===== src/rtl/sram_port_arbiter.sv =====
// Two-requester arbiter/sequencer for port 0 of the 512x8 dual-port SRAM macro, 3-cycle read latency.
// Define SRAM_ARB_RR_EN for round-robin arbitration; otherwise requester A has fixed priority.
module sram_port_arbiter #(
  parameter int DATA_WIDTH = 8,
  parameter int ADDR_WIDTH = 9
) (
  input  logic                  clk0,
  input  logic                  rstb0,
  input  logic                  a_valid,
  output logic                  a_ready,
  input  logic                  a_we,
  input  logic [ADDR_WIDTH-1:0] a_addr,
  input  logic [DATA_WIDTH-1:0] a_wdata,
  output logic                  a_rvalid,
  output logic [DATA_WIDTH-1:0] a_rdata,
  input  logic                  b_valid,
  output logic                  b_ready,
  input  logic                  b_we,
  input  logic [ADDR_WIDTH-1:0] b_addr,
  input  logic [DATA_WIDTH-1:0] b_wdata,
  output logic                  b_rvalid,
  output logic [DATA_WIDTH-1:0] b_rdata,
  output logic                  mem_csb0,
  output logic                  mem_web0,
  output logic [ADDR_WIDTH-1:0] mem_addr0,
  output logic [DATA_WIDTH-1:0] mem_din0,
  input  logic [DATA_WIDTH-1:0] mem_dout0
);

  logic grantA, grantB;
  logic aFire, bFire;

`ifdef SRAM_ARB_RR_EN
  // lastGrant_q: 1 = B was the most recent handshake, so A wins the next tie.
  logic lastGrant_q, lastGrant_d;

  always_comb begin
    grantA = a_valid && (!b_valid || lastGrant_q);
  end

  always_comb begin
    lastGrant_d = lastGrant_q;
    if (aFire)      lastGrant_d = 1'b0;
    else if (bFire) lastGrant_d = 1'b1;
  end

  always_ff @(posedge clk0) begin
    if (!rstb0) lastGrant_q <= 1'b1;
    else        lastGrant_q <= lastGrant_d;
  end
`else
  always_comb begin
    grantA = a_valid;
  end
`endif

  always_comb begin
    grantB  = b_valid && !grantA;
    a_ready = rstb0 && grantA;
    b_ready = rstb0 && grantB;
    aFire   = a_valid && a_ready;
    bFire   = b_valid && b_ready;
  end

  logic                  memCsb_q, memCsb_d;
  logic                  memWeb_q, memWeb_d;
  logic [ADDR_WIDTH-1:0] memAddr_q, memAddr_d;
  logic [DATA_WIDTH-1:0] memDin_q, memDin_d;

  // Address and write data hold when idle so the macro inputs toggle only on real accesses.
  always_comb begin
    memCsb_d  = 1'b1;
    memWeb_d  = 1'b1;
    memAddr_d = memAddr_q;
    memDin_d  = memDin_q;
    if (aFire) begin
      memCsb_d  = 1'b0;
      memWeb_d  = ~a_we;
      memAddr_d = a_addr;
      memDin_d  = a_wdata;
    end else if (bFire) begin
      memCsb_d  = 1'b0;
      memWeb_d  = ~b_we;
      memAddr_d = b_addr;
      memDin_d  = b_wdata;
    end
  end

  always_ff @(posedge clk0) begin
    if (!rstb0) begin
      memCsb_q  <= 1'b1;
      memWeb_q  <= 1'b1;
      memAddr_q <= '0;
      memDin_q  <= '0;
    end else begin
      memCsb_q  <= memCsb_d;
      memWeb_q  <= memWeb_d;
      memAddr_q <= memAddr_d;
      memDin_q  <= memDin_d;
    end
  end

  // Stage 1 lines up with the macro sampling its inputs, stage 2 with dout0 being valid.
  logic tag1Valid_q, tag1Valid_d, tag1IsB_q, tag1IsB_d;
  logic tag2Valid_q, tag2IsB_q;

  always_comb begin
    tag1Valid_d = (aFire && !a_we) || (bFire && !b_we);
    tag1IsB_d   = bFire;
  end

  always_ff @(posedge clk0) begin
    if (!rstb0) begin
      tag1Valid_q <= 1'b0;
      tag1IsB_q   <= 1'b0;
      tag2Valid_q <= 1'b0;
      tag2IsB_q   <= 1'b0;
    end else begin
      tag1Valid_q <= tag1Valid_d;
      tag1IsB_q   <= tag1IsB_d;
      tag2Valid_q <= tag1Valid_q;
      tag2IsB_q   <= tag1IsB_q;
    end
  end

  logic                  aRvalid_q, aRvalid_d, bRvalid_q, bRvalid_d;
  logic [DATA_WIDTH-1:0] aRdata_q, aRdata_d, bRdata_q, bRdata_d;

  always_comb begin
    aRvalid_d = tag2Valid_q && !tag2IsB_q;
    bRvalid_d = tag2Valid_q && tag2IsB_q;
    aRdata_d  = aRvalid_d ? mem_dout0 : aRdata_q;
    bRdata_d  = bRvalid_d ? mem_dout0 : bRdata_q;
  end

  always_ff @(posedge clk0) begin
    if (!rstb0) begin
      aRvalid_q <= 1'b0;
      bRvalid_q <= 1'b0;
      aRdata_q  <= '0;
      bRdata_q  <= '0;
    end else begin
      aRvalid_q <= aRvalid_d;
      bRvalid_q <= bRvalid_d;
      aRdata_q  <= aRdata_d;
      bRdata_q  <= bRdata_d;
    end
  end

  assign mem_csb0  = memCsb_q;
  assign mem_web0  = memWeb_q;
  assign mem_addr0 = memAddr_q;
  assign mem_din0  = memDin_q;
  assign a_rvalid  = aRvalid_q;
  assign a_rdata   = aRdata_q;
  assign b_rvalid  = bRvalid_q;
  assign b_rdata   = bRdata_q;

endmodule


===== config.mk =====
export PLATFORM = sky130hd
export DESIGN_NAME = sram_port_arbiter
export DESIGN_NICKNAME = d
export VERILOG_FILES = /design/src/rtl/sram_port_arbiter.sv
export SDC_FILE = /design/constraint.sdc
export NUM_CORES = 1
export LEC_CHECK = 0
export ABC_AREA = 1
export CAP_MARGIN = 40
export CELL_PAD_IN_SITES_DETAIL_PLACEMENT = 2
export CELL_PAD_IN_SITES_GLOBAL_PLACEMENT = 2
export CORE_MARGIN = 2
export CORE_UTILIZATION = 31
export DETAILED_ROUTE_END_ITERATION = 12
export DONT_BUFFER_PORTS = 1
export GPL_ROUTABILITY_DRIVEN = 0
export PLACE_DENSITY = 0.8
export SYNTH_ARGS = -nofsm -noshare
export SYNTH_HDL_FRONTEND = slang
export SYNTH_SLANG_ARGS = --single-unit

===== constraint.sdc =====
create_clock -name clk0 -period 1.45 [get_ports clk0]
set_clock_uncertainty 0.2 [all_clocks]
set_input_delay 0.29 -clock clk0 [delete_from_list [all_inputs] [get_ports clk0]]
set_output_delay 0.29 -clock clk0 [all_outputs]
set_load 0.01 [all_outputs]

# Word-level counts from Yosys, hierarchy flattened

Cells that the tools add are included.

Register bits after elaboration: 41
Output and inout port bits: 39

Mux-type cells: 8
Reductions and logical operators: 15
Bitwise logic cells: 2

Operators by type and width:

| operator           | number |
|---|---|
| 9-bit 2-to-1 mux   | 2 |
| 8-bit 2-to-1 mux   | 2 |
| 1-bit logical AND  | 9 |
| 1-bit zero test    | 4 |
| 1-bit 2-to-1 mux   | 4 |
| 1-bit NOT          | 2 |
| 2-bit nonzero test | 1 |
| 1-bit logical OR   | 1 |

# Logic depth before layout (Yosys ltp)

Gate-level depths: netlist of the first run.

Depth after elaboration: 6
Mapped depth: 7
Gate-level depth less buffers: 5

# Least setup slack after synthesis of the first run

Ideal clock, no wire load.

Kind: input-to-output
Start point: input a_valid
End point: output b_ready
Arrival time: 860 ps
Setup slack: 100 ps
Path buffers: 2
Cell stages on the path: 5
Cell sequence: buf_2 > buf_2 > inv_1 > nand3_1 > inv_1

Cells in the longest elaborated chain, start to end: 3

Ends and longest elaborated chain:

| element            | RTL line | source |
|---|---|---|
| start: declaration | 9        | `input logic a_valid,` |
| 1-bit zero test    | 58       | `grantB = b_valid && !grantA;` |
| 1-bit logical AND  | 58       |  |
| 1-bit logical AND  | 60       | `b_ready = rstb0 && grantB;` |
| end: declaration   | 17       | `output logic b_ready,` |

No other way between the ends.

# Worst setup path after layout of the first run

Start point: register tag2Valid_q
End point: register bRdata_q[1] (netlist: b_rdata[1])

Cells in the longest elaborated chain, start to end: 1

Ends and longest elaborated chain:

| element                  | RTL line | source |
|---|---|---|
| start: declaration       | 105      | `logic tag2Valid_q, tag2IsB_q;` |
| start signal: assignment | 121      | `tag2Valid_q <= tag1Valid_q;` |
| 1-bit logical AND        | 131      | `bRvalid_d = tag2Valid_q && tag2IsB_q;` |
| end signal: assignment   | 146      | `bRdata_q <= bRdata_d;` |
| end: declaration         | 127      | `logic [DATA_WIDTH-1:0] aRdata_q, aRdata_d, bRdata_q, bRdata_d;` |

No other way between the ends.
A chain may end at the register's enable or synchronous reset.

==> flow_summary_export.csv, run 1 <==
group,metric,value,unit
timing,finalCriticalPeriod,1.29,ns
cts,clock-sinks,41,
synth,synthTopCellsByArea,"dfxtp_1 46%, nor2_1 15%, nand2_1 12%",
final_layout,final_cell_mix,"71 x nor2_1, 56 x nand2_1, 41 x dfxtp_1",
timing,setup_violations,0,
cts,clkTransAtPathRegs,0.10,ns
global_route,grt_use_met1,19.2,%
die,design.core.area,5510,um2
global_route,antenna_found_initial,0,
synth,avgSynthCellArea,7.09,um2
worst_setup_path,path_max_fanout,10,
place,portBuffers,0,
final_layout,final_common_cell,"nor2_1",
timing,hold_viol_final,0,
worst_setup_path,required,1.48,ns
timing,fmax,0.777,GHz
synth,syn-num-nets,298,
cts,cts-root-buf,"clkbuf_8",
detailed_routing,ant_nets,0,
timing,tightest_slew,0.302,ns
power,power_density,1150,nW/um2
worst_setup_path,cp.arrival,1.32,ns
global_route,use_met2,33.6,%
cts,clock_latency,0.30,ns
die,dieWidth,79.6,um
global_route,grtUsageMet3,4.30,%
detailed_routing,wire_per_inst,15.5,um
die,die_y,79.6,um
die,start_util,32.2,%
detailed_routing,viasPerCell,4.96,
timing,final-max-slew-violation-count,0,
timing,period_share,88.8,%
detailed_routing,routed_wl,5120,um
die,ios,87,
outcome,outcome,"complete, no violations",
synth,ys_warn_count,0,
global_route,track_usage,17.6,%
power,vdd_ir_drop_max,0.000459,V
final_layout,fin_util,36.7,%
detailed_routing,dr.pass1.iters,4,
detailed_routing,drtIter0Drc,47,
place,placed_cells,312,
worst_setup_path,critPathLaunchType,"flip-flop",
place,dp_hpwl,3590,um
final_layout,n_fill_cell,672,
global_route,grt_pass1_wl,8670,um
detailed_routing,drcViolationCount,0,
die,row_count,27,
timing,rsz0062_at_grt,"false",
synth,synthCells,250,
synth,synth_top_cell_by_area,"dfxtp_1",
global_route,grt_max_degree,38,
synth,netlist.area_leader.share,46.3,%
global_route,gr-total-overflow,0,
power,p_leak,0.942,nW
timing,setup_tns,0,ns
synth,ys_types,15,
final_layout,syn_to_final_growth,14.1,%
cts,cts_tree,"done",
worst_setup_path,worstSetupPathType,"flip-flop to flip-flop",
final_layout,final_cell_count_no_fill,331,
die,die_area,6340,um2
final_layout,nNetsFinal,306,
cts,clk_path_buf_depth,2,
worst_setup_path,crit_path_end_kind,"flip-flop",
flow_run,maxCapViolations,0,
timing,holdWs,0.00981,ns
final_layout,n_antenna_cell,0,
final_layout,layout-drive-gt1-share,6.56,%
hold_path,hold_path_class,"input port to flip-flop",
synth,yosysSeqAreaShare,46.3,%
global_route,first_global_vias,1752,
timing,relSlewSlack,79.8,%
cts,cts.htree.levels,2,
global_route,busiest_layer,"met2",
cts,numCtsBuffers,5,
detailed_routing,num_vias,1641,
synth,ys_ff_latch,41,
synth,synth_area,1770,um2
power,power,2.33,mW
[power by group]
group	total, mW	switching, mW	internal (mW)
Sequential	1.26	0.0659	1.19
Combinational	0.279	0.157	0.122
Clock	0.796	0.447	0.348
Total	2.33	0.670	1.66
[path summary, 6_finish.rpt]
| path | to | cells after the start | slack (ns) | startpoint |
|---|---|---|---|---|
| min reg2reg | tag2Valid_q | 2 | 0.23 | tag1Valid_q |
| max reg2reg | b_rdata[1] | 4 | 0.16 | tag2Valid_q |
| max | b_rdata[1] | 4 | 0.16 | tag2Valid_q |
| min | tag1IsB_q | 2 | 0.01 | b_valid |
[worst max-delay path, stage by stage (launching register included)]
cell,delay (ns)
dfxtp_1,0.35
nand2_1,0.18
inv_1,0.28
nor2_1,0.08
nor2_1,0.12
[layout make-up]
type | count | area [um2] | share of cell area, %
Inverter | 14 | 55.1 | 2.72
Timing Repair Buffer | 15 | 150 | 7.43
Tap cell | 72 | 90.1 | 4.46
Clock inverter | 3 | 25.0 | 1.24
Clock buffer | 5 | 68.8 | 3.40
Sequential cell | 41 | 821 | 40.6
Multi-Input combinational cell | 181 | 812 | 40.2
[sequential cells by signal, summed over array words and instances (netlist names)]
| signal | count |
|---|---|
| mem_addr0 | 9 |
| mem_csb0 | 1 |
| a_rvalid | 1 |
| tag2IsB_q | 1 |
| tag1Valid_q | 1 |
| a_rdata | 8 |
| b_rvalid | 1 |
| tag1IsB_q | 1 |
| tag2Valid_q | 1 |
| mem_din0 | 8 |
| b_rdata | 8 |
| mem_web0 | 1 |
[routing by layer]
layer,wire length [um],vias up,part of all wire (%)
met4,49,0,0.96
met2,2670,53,52
met3,317,5,6.2
met5,0,-,0
li1,-,794,-
met1,2090,789,41
[cell usage after synthesis, drive strengths merged]
cell type and instances:
buf 14, dfxtp 41, inv 14, nand2 59, nand3 16, nand3b 17, nor2 71, o211ai 1
o21ai 16, o22ai 1
[stage by stage]
step	worst slack [ns]	cell area [um2]
6_report	0.163	2020
4_1_cts	0.0924	2020
3_3_place_gp	0.182	1810
2_1_floorplan	0.0999	1770
5_1_grt	0.0180	2020
3_5_place_dp	0.131	1810
[repair_timing]
item	CTS	global route
hold endpoints to repair	39	0
gates resized for setup	0	0
setup buffers	0	0
endpoints found under the setup margin	0	0
hold buffers	11	0
[logic make-up (layout without fill, tap and decap cells)]
| kind of cell | Yosys count | count (layout) | synth area share [%] |
|---|---|---|---|
| AOI/OAI and AO/OA | 18 | 18 | 5.30 |
| buffers and inverters | 28 | 37 | 7.84 |
| DFF | 41 | 41 | 46.3 |
| and+or+nand+nor | 163 | 163 | 40.5 |
Note: power is estimated with default switching activity, not from simulation.
==> run 2, diff against run 1 <==
--- a/config.mk
+++ b/config.mk
@@ -14,7 +14,7 @@
 export DETAILED_ROUTE_END_ITERATION = 12
 export DONT_BUFFER_PORTS = 1
 export GPL_ROUTABILITY_DRIVEN = 0
-export PLACE_DENSITY = 0.8
+export PLACE_DENSITY = 0.83
 export SYNTH_ARGS = -nofsm -noshare
 export SYNTH_HDL_FRONTEND = slang
 export SYNTH_SLANG_ARGS = --single-unit
==> run 2 against run 1 <==
  * Global-route usage increased by 0.92 points
  * Flip-flop and latch count did not move
  * Critical endpoint is now mem_web0
  * Combinational power rose by 5%
  * Via count fell by 0.67%
  * Cell count up 1.2%
  * Worst setup slack got worse by 0.0014 ns
==> flow_summary_export.csv, run 2 (synthesis results as in run 1) <==
group,metric,value,unit
power,power,2.69,mW
timing,rsz0062_at_grt,"false",
global_route,grt_pass1_wl,9010,um
cts,cts_setup_buffers,0,
detailed_routing,wire_per_inst,16.2,um
die,ios,87,
power,power_density,1270,nW/um2
worst_setup_path,crit_path_end_kind,"flip-flop",
timing,relSlewSlack,80.3,%
worst_setup_path,cp.arrival,1.28,ns
die,design.core.area,5510,um2
final_layout,nNetsFinal,310,
final_layout,final_common_cell,"nor2_1",
timing,fmax,0.776,GHz
global_route,grt_max_degree,39,
global_route,track_usage,18.5,%
cts,clk_path_buf_depth,2,
cts,cts-root-buf,"clkbuf_8",
worst_setup_path,worstSetupPathType,"input port to flip-flop",
power,p_leak,0.976,nW
final_layout,syn_to_final_growth,19.4,%
die,die_area,6340,um2
detailed_routing,drcViolationCount,0,
flow_run,maxCapViolations,0,
place,placed_cells,312,
die,die_y,79.6,um
final_layout,final_cell_mix,"71 x nor2_1, 56 x nand2_1, 41 x dfxtp_1",
worst_setup_path,critPathBufInv,2,
worst_setup_path,cp_cell_sequence,"nand2_8, buf_4, o211ai_1, dlygate4sd3_1",
worst_setup_path,required,1.44,ns
final_layout,final_cell_count_no_fill,335,
detailed_routing,num_vias,1630,
global_route,gr-total-overflow,0,
die,row_count,27,
detailed_routing,viasPerCell,4.87,
final_layout,largest_reg_flops,9,
cts,numCtsBuffers,5,
cts,clkTransAtPathRegs,0.09,ns
detailed_routing,dr.pass1.iters,4,
timing,finalCriticalPeriod,1.29,ns
cts,cts.htree.levels,2,
die,dieWidth,79.6,um
worst_setup_path,critPathLaunchType,"input port",
power,vdd_ir_drop_max,0.000503,V
worst_setup_path,crit_path_top_delay_cell,"dlygate4sd3_1",
final_layout,multi_input_area,821,um2
timing,setup_violations,0,
worst_setup_path,crit_family,"buffers and inverters",
timing,hold_viol_final,0,
timing,setup_tns,0,ns
final_layout,register_area,821,um2
cts,clock-sinks,41,
cts,clock_latency,0.30,ns
final_layout,n_antenna_cell,0,
timing,period_share,88.9,%
worst_setup_path,cp_slowest_stage_delay,0.55,ns
cts,cts_tree,"done",
worst_setup_path,path_max_fanout,24,
die,start_util,32.2,%
hold_path,hold_path_class,"input port to flip-flop",
timing,tightest_slew,0.295,ns
detailed_routing,routed_wl,5420,um
final_layout,layout-drive-gt1-share,6.46,%
detailed_routing,drtIter0Drc,47,
global_route,antenna_found_initial,0,
global_route,first_global_vias,1802,
outcome,outcome,"complete, no violations",
timing,final-max-slew-violation-count,0,
place,portBuffers,0,
final_layout,n_fill_cell,675,
detailed_routing,ant_nets,0,
place,dp_hpwl,3640,um
[run 2: cell count changes in the layout (fill, tap and decap cells not counted), sizes merged]
cell         change
bufinv           +2
clkinv           -1
clkinvlp         -1
dlygate4sd3      +4
[run 2: repair_timing]
item,CTS,global route
gates resized for setup,0,1
hold endpoints to repair,40,0
hold buffers,15,0
setup endpoints to repair,0,1
[run 2: power by group]
part           switching (mW)  total, mW  internal [mW]
combinational           0.163      0.293          0.130
sequential             0.0659       1.26           1.19
clock                   0.449       1.14          0.694
[run 2: path summary, 6_finish.rpt]
kind | startpoint | to | slack, ns | depth (start not counted)
setup / recovery | rstb0 | mem_web0 | 0.16 | 4
hold / removal | b_wdata[3] | mem_din0[3] | 0.008 | 4
setup reg to reg | tag2Valid_q | b_rdata[5] | 0.19 | 4
hold reg to reg | tag1IsB_q | tag2IsB_q | 0.22 | 2
[run 2: cell type report]
cell class,count,area share [%]
Sequential cell,41,38.8
Clock inverter,3,3.25
Multi-Input combinational cell,181,38.8
Clock buffer,5,3.25
Tap cell,72,4.26
Inverter,14,2.60
Timing Repair Buffer,19,8.99
[run 2: through the flow]
step | hold WS (ns) | util (%) | worst slack (ns) | instance area (um2)
final | 0.00834 | 38.4 | 0.161 | 2110
after global placement | 0.191 | 32.8 | 0.218 | 1810
after floorplan | 0.190 | - | 0.0999 | 1770
after CTS | 0.000240 | 38.2 | 0.0652 | 2110
after global routing | 0.0353 | 38.4 | 0.0879 | 2110
after detailed placement | 0.202 | 32.8 | 0.171 | 1810
[run 2: routing by layer]
layer  up-vias  GRT usage (%)  part of all wire, %
li1        804              -                    -
met1       763           20.3                   39
met2        54           34.2                   53
met3         9           4.52                  6.1
met4         0           6.55                  2.0
met5         -              0                    0
[run 2: worst min-delay path: stages]
cell and delay [ns]:
nand2_1 0.03, nand2_1 0.05, nor2_1 0.03, nor2_1 0.07
==> run 3, diff against run 2 <==
--- a/config.mk
+++ b/config.mk
@@ -9,6 +9,7 @@
 export CAP_MARGIN = 40
 export CELL_PAD_IN_SITES_DETAIL_PLACEMENT = 2
 export CELL_PAD_IN_SITES_GLOBAL_PLACEMENT = 2
+export CORE_ASPECT_RATIO = 0.9
 export CORE_MARGIN = 2
 export CORE_UTILIZATION = 31
 export DETAILED_ROUTE_END_ITERATION = 12
==> run 3 against run 2 <==
  * Non-clock buffer count down 6
  * First-iteration DRC count up 70%
  * Clock-buffer cell count unchanged
  * Worst hold slack worse by 0.0024 ns
  * Critical path depth unchanged
  * Critical path type is now flip-flop to flip-flop
==> flow_summary_export.csv, run 3 (synthesis results as in run 1) <==
group,metric,value,unit
timing,tightest_slew,0.278,ns
cts,clkTransAtPathRegs,0.09,ns
hold_path,hold_path_class,"input port to flip-flop",
worst_setup_path,path_max_fanout,10,
flow_run,maxCapViolations,0,
global_route,antenna_found_initial,0,
detailed_routing,ant_nets,0,
worst_setup_path,required,1.48,ns
power,power_frac_seq,54.7,%
die,start_util,31.7,%
worst_setup_path,crit_path_end_kind,"flip-flop",
timing,final-max-slew-violation-count,0,
power,p_leak,0.934,nW
final_layout,final_cell_mix,"71 x nor2_1, 54 x nand2_1, 41 x dfxtp_1",
place,postPlaceCellArea,1790,um2
timing,finalCriticalPeriod,1.25,ns
timing,period_share,86.0,%
power,switching_power,0.645,mW
cts,clk_path_buf_depth,2,
power,swShare,28.1,%
cts,cts_tree,"done",
die,dieWidth,83.7,um
cts,cts_setup_buffers,0,
final_layout,multi_input_area,817,um2
detailed_routing,drcViolationCount,0,
die,die_area,6340,um2
timing,fmax,0.802,GHz
power,power,2.30,mW
timing,setup_violations,0,
final_layout,largest_reg_flops,9,
die,row_count,26,
power,intPower,1.65,mW
place,portBuffers,0,
global_route,grt_max_degree,38,
cts,clock-sinks,41,
final_layout,final_common_cell,"nor2_1",
power,power_density,1140,nW/um2
timing,relSlewSlack,81.2,%
final_layout,layout-drive-gt1-share,6.61,%
timing,rsz0062_at_grt,"false",
power,vdd_ir_drop_max,0.000537,V
die,design.core.area,5600,um2
final_layout,fin_util,35.8,%
place,dp_hpwl,3640,um
timing,holdWs,0.00597,ns
cts,cts-root-buf,"clkbuf_8",
global_route,grt_pass1_wl,8510,um
final_layout,nNetsFinal,304,
cts,clock_latency,0.29,ns
detailed_routing,viasPerCell,4.98,
die,die_y,75.7,um
worst_setup_path,critPathLaunchType,"flip-flop",
detailed_routing,routed_wl,5400,um
power,power_frac_comb,12.1,%
global_route,track_usage,17.0,%
outcome,outcome,"complete, no violations",
hold_path,hold_depth,2,
cts,cts.htree.levels,2,
final_layout,design_area,2010,um2
power,pwr-share-clk,33.1,%
die,ios,87,
worst_setup_path,reg2reg_depth,4,
global_route,first_global_vias,1656,
cts,numCtsBuffers,5,
final_layout,register_area,821,um2
worst_setup_path,cp.arrival,1.27,ns
final_layout,n_antenna_cell,0,
timing,setup_tns,0,ns
worst_setup_path,r2r_setup_slack,0.20,ns
final_layout,syn_to_final_growth,13.2,%
detailed_routing,num_vias,1629,
timing,hold_viol_final,0,
final_layout,n_fill_cell,692,
detailed_routing,drtIter0Drc,80,
detailed_routing,dr.pass1.iters,4,
global_route,gr-total-overflow,0,
worst_setup_path,worstSetupPathType,"flip-flop to flip-flop",
detailed_routing,wire_per_inst,16.5,um
[run 3: repair_timing]
item / CTS / global route
endpoints found under the setup margin: 0 / 8
gates resized for setup: 0 / 2
hold buffers: 11 / 0
endpoints found under the hold margin: 39 / 0
[run 3: critical path, stage by stage, from the launching register on]
cell and delay [ns]:
dfxtp_1 0.37, nand2_2 0.15, inv_1 0.26, nor2_1 0.07, nor2_1 0.12
[run 3: final cells by class]
cell class,instances,share of cell area [%]
multi-input cells,181,40.7
repair buffers,13,6.74
flip-flops and latches,41,40.9
clock inverters,3,1.06
clock buffers,5,3.43
inverters,14,2.74
well taps,70,4.37
[run 3: path summary, 6_finish.rpt]
| path | from | end |
|---|---|---|
| max | tag2IsB_q | b_rdata[1] |
| min | b_valid | tag1IsB_q |
| max reg2reg | tag2IsB_q | b_rdata[1] |
| min reg2reg | tag1Valid_q | tag2Valid_q |
[run 3: layer usage]
metal	GRT usage, %	wire, um	vias up
li1	-	-	798
met1	20.6	2320	772
met2	28.4	2600	51
met3	5.53	353	8
met4	7.17	127	0
met5	0	0	-
[run 3: power by group through the flow]
stage	registers (mW)	logic (mW)	clock network (mW)
after floorplan	1.27	0.225	0
after global placement	1.28	0.222	0
after detailed placement	1.29	0.233	0
after CTS	1.26	0.281	0.789
after global routing	1.27	0.324	0.831
final	1.26	0.278	0.761
[run 3: stage by stage]
step / instances / worst slack [ns]
floorplan: 250 / 0.0999
global placement: 308 / 0.191
detailed placement: 308 / 0.143
CTS: 327 / 0.0843
global route: 327 / 0.0906
finish: 327 / 0.203
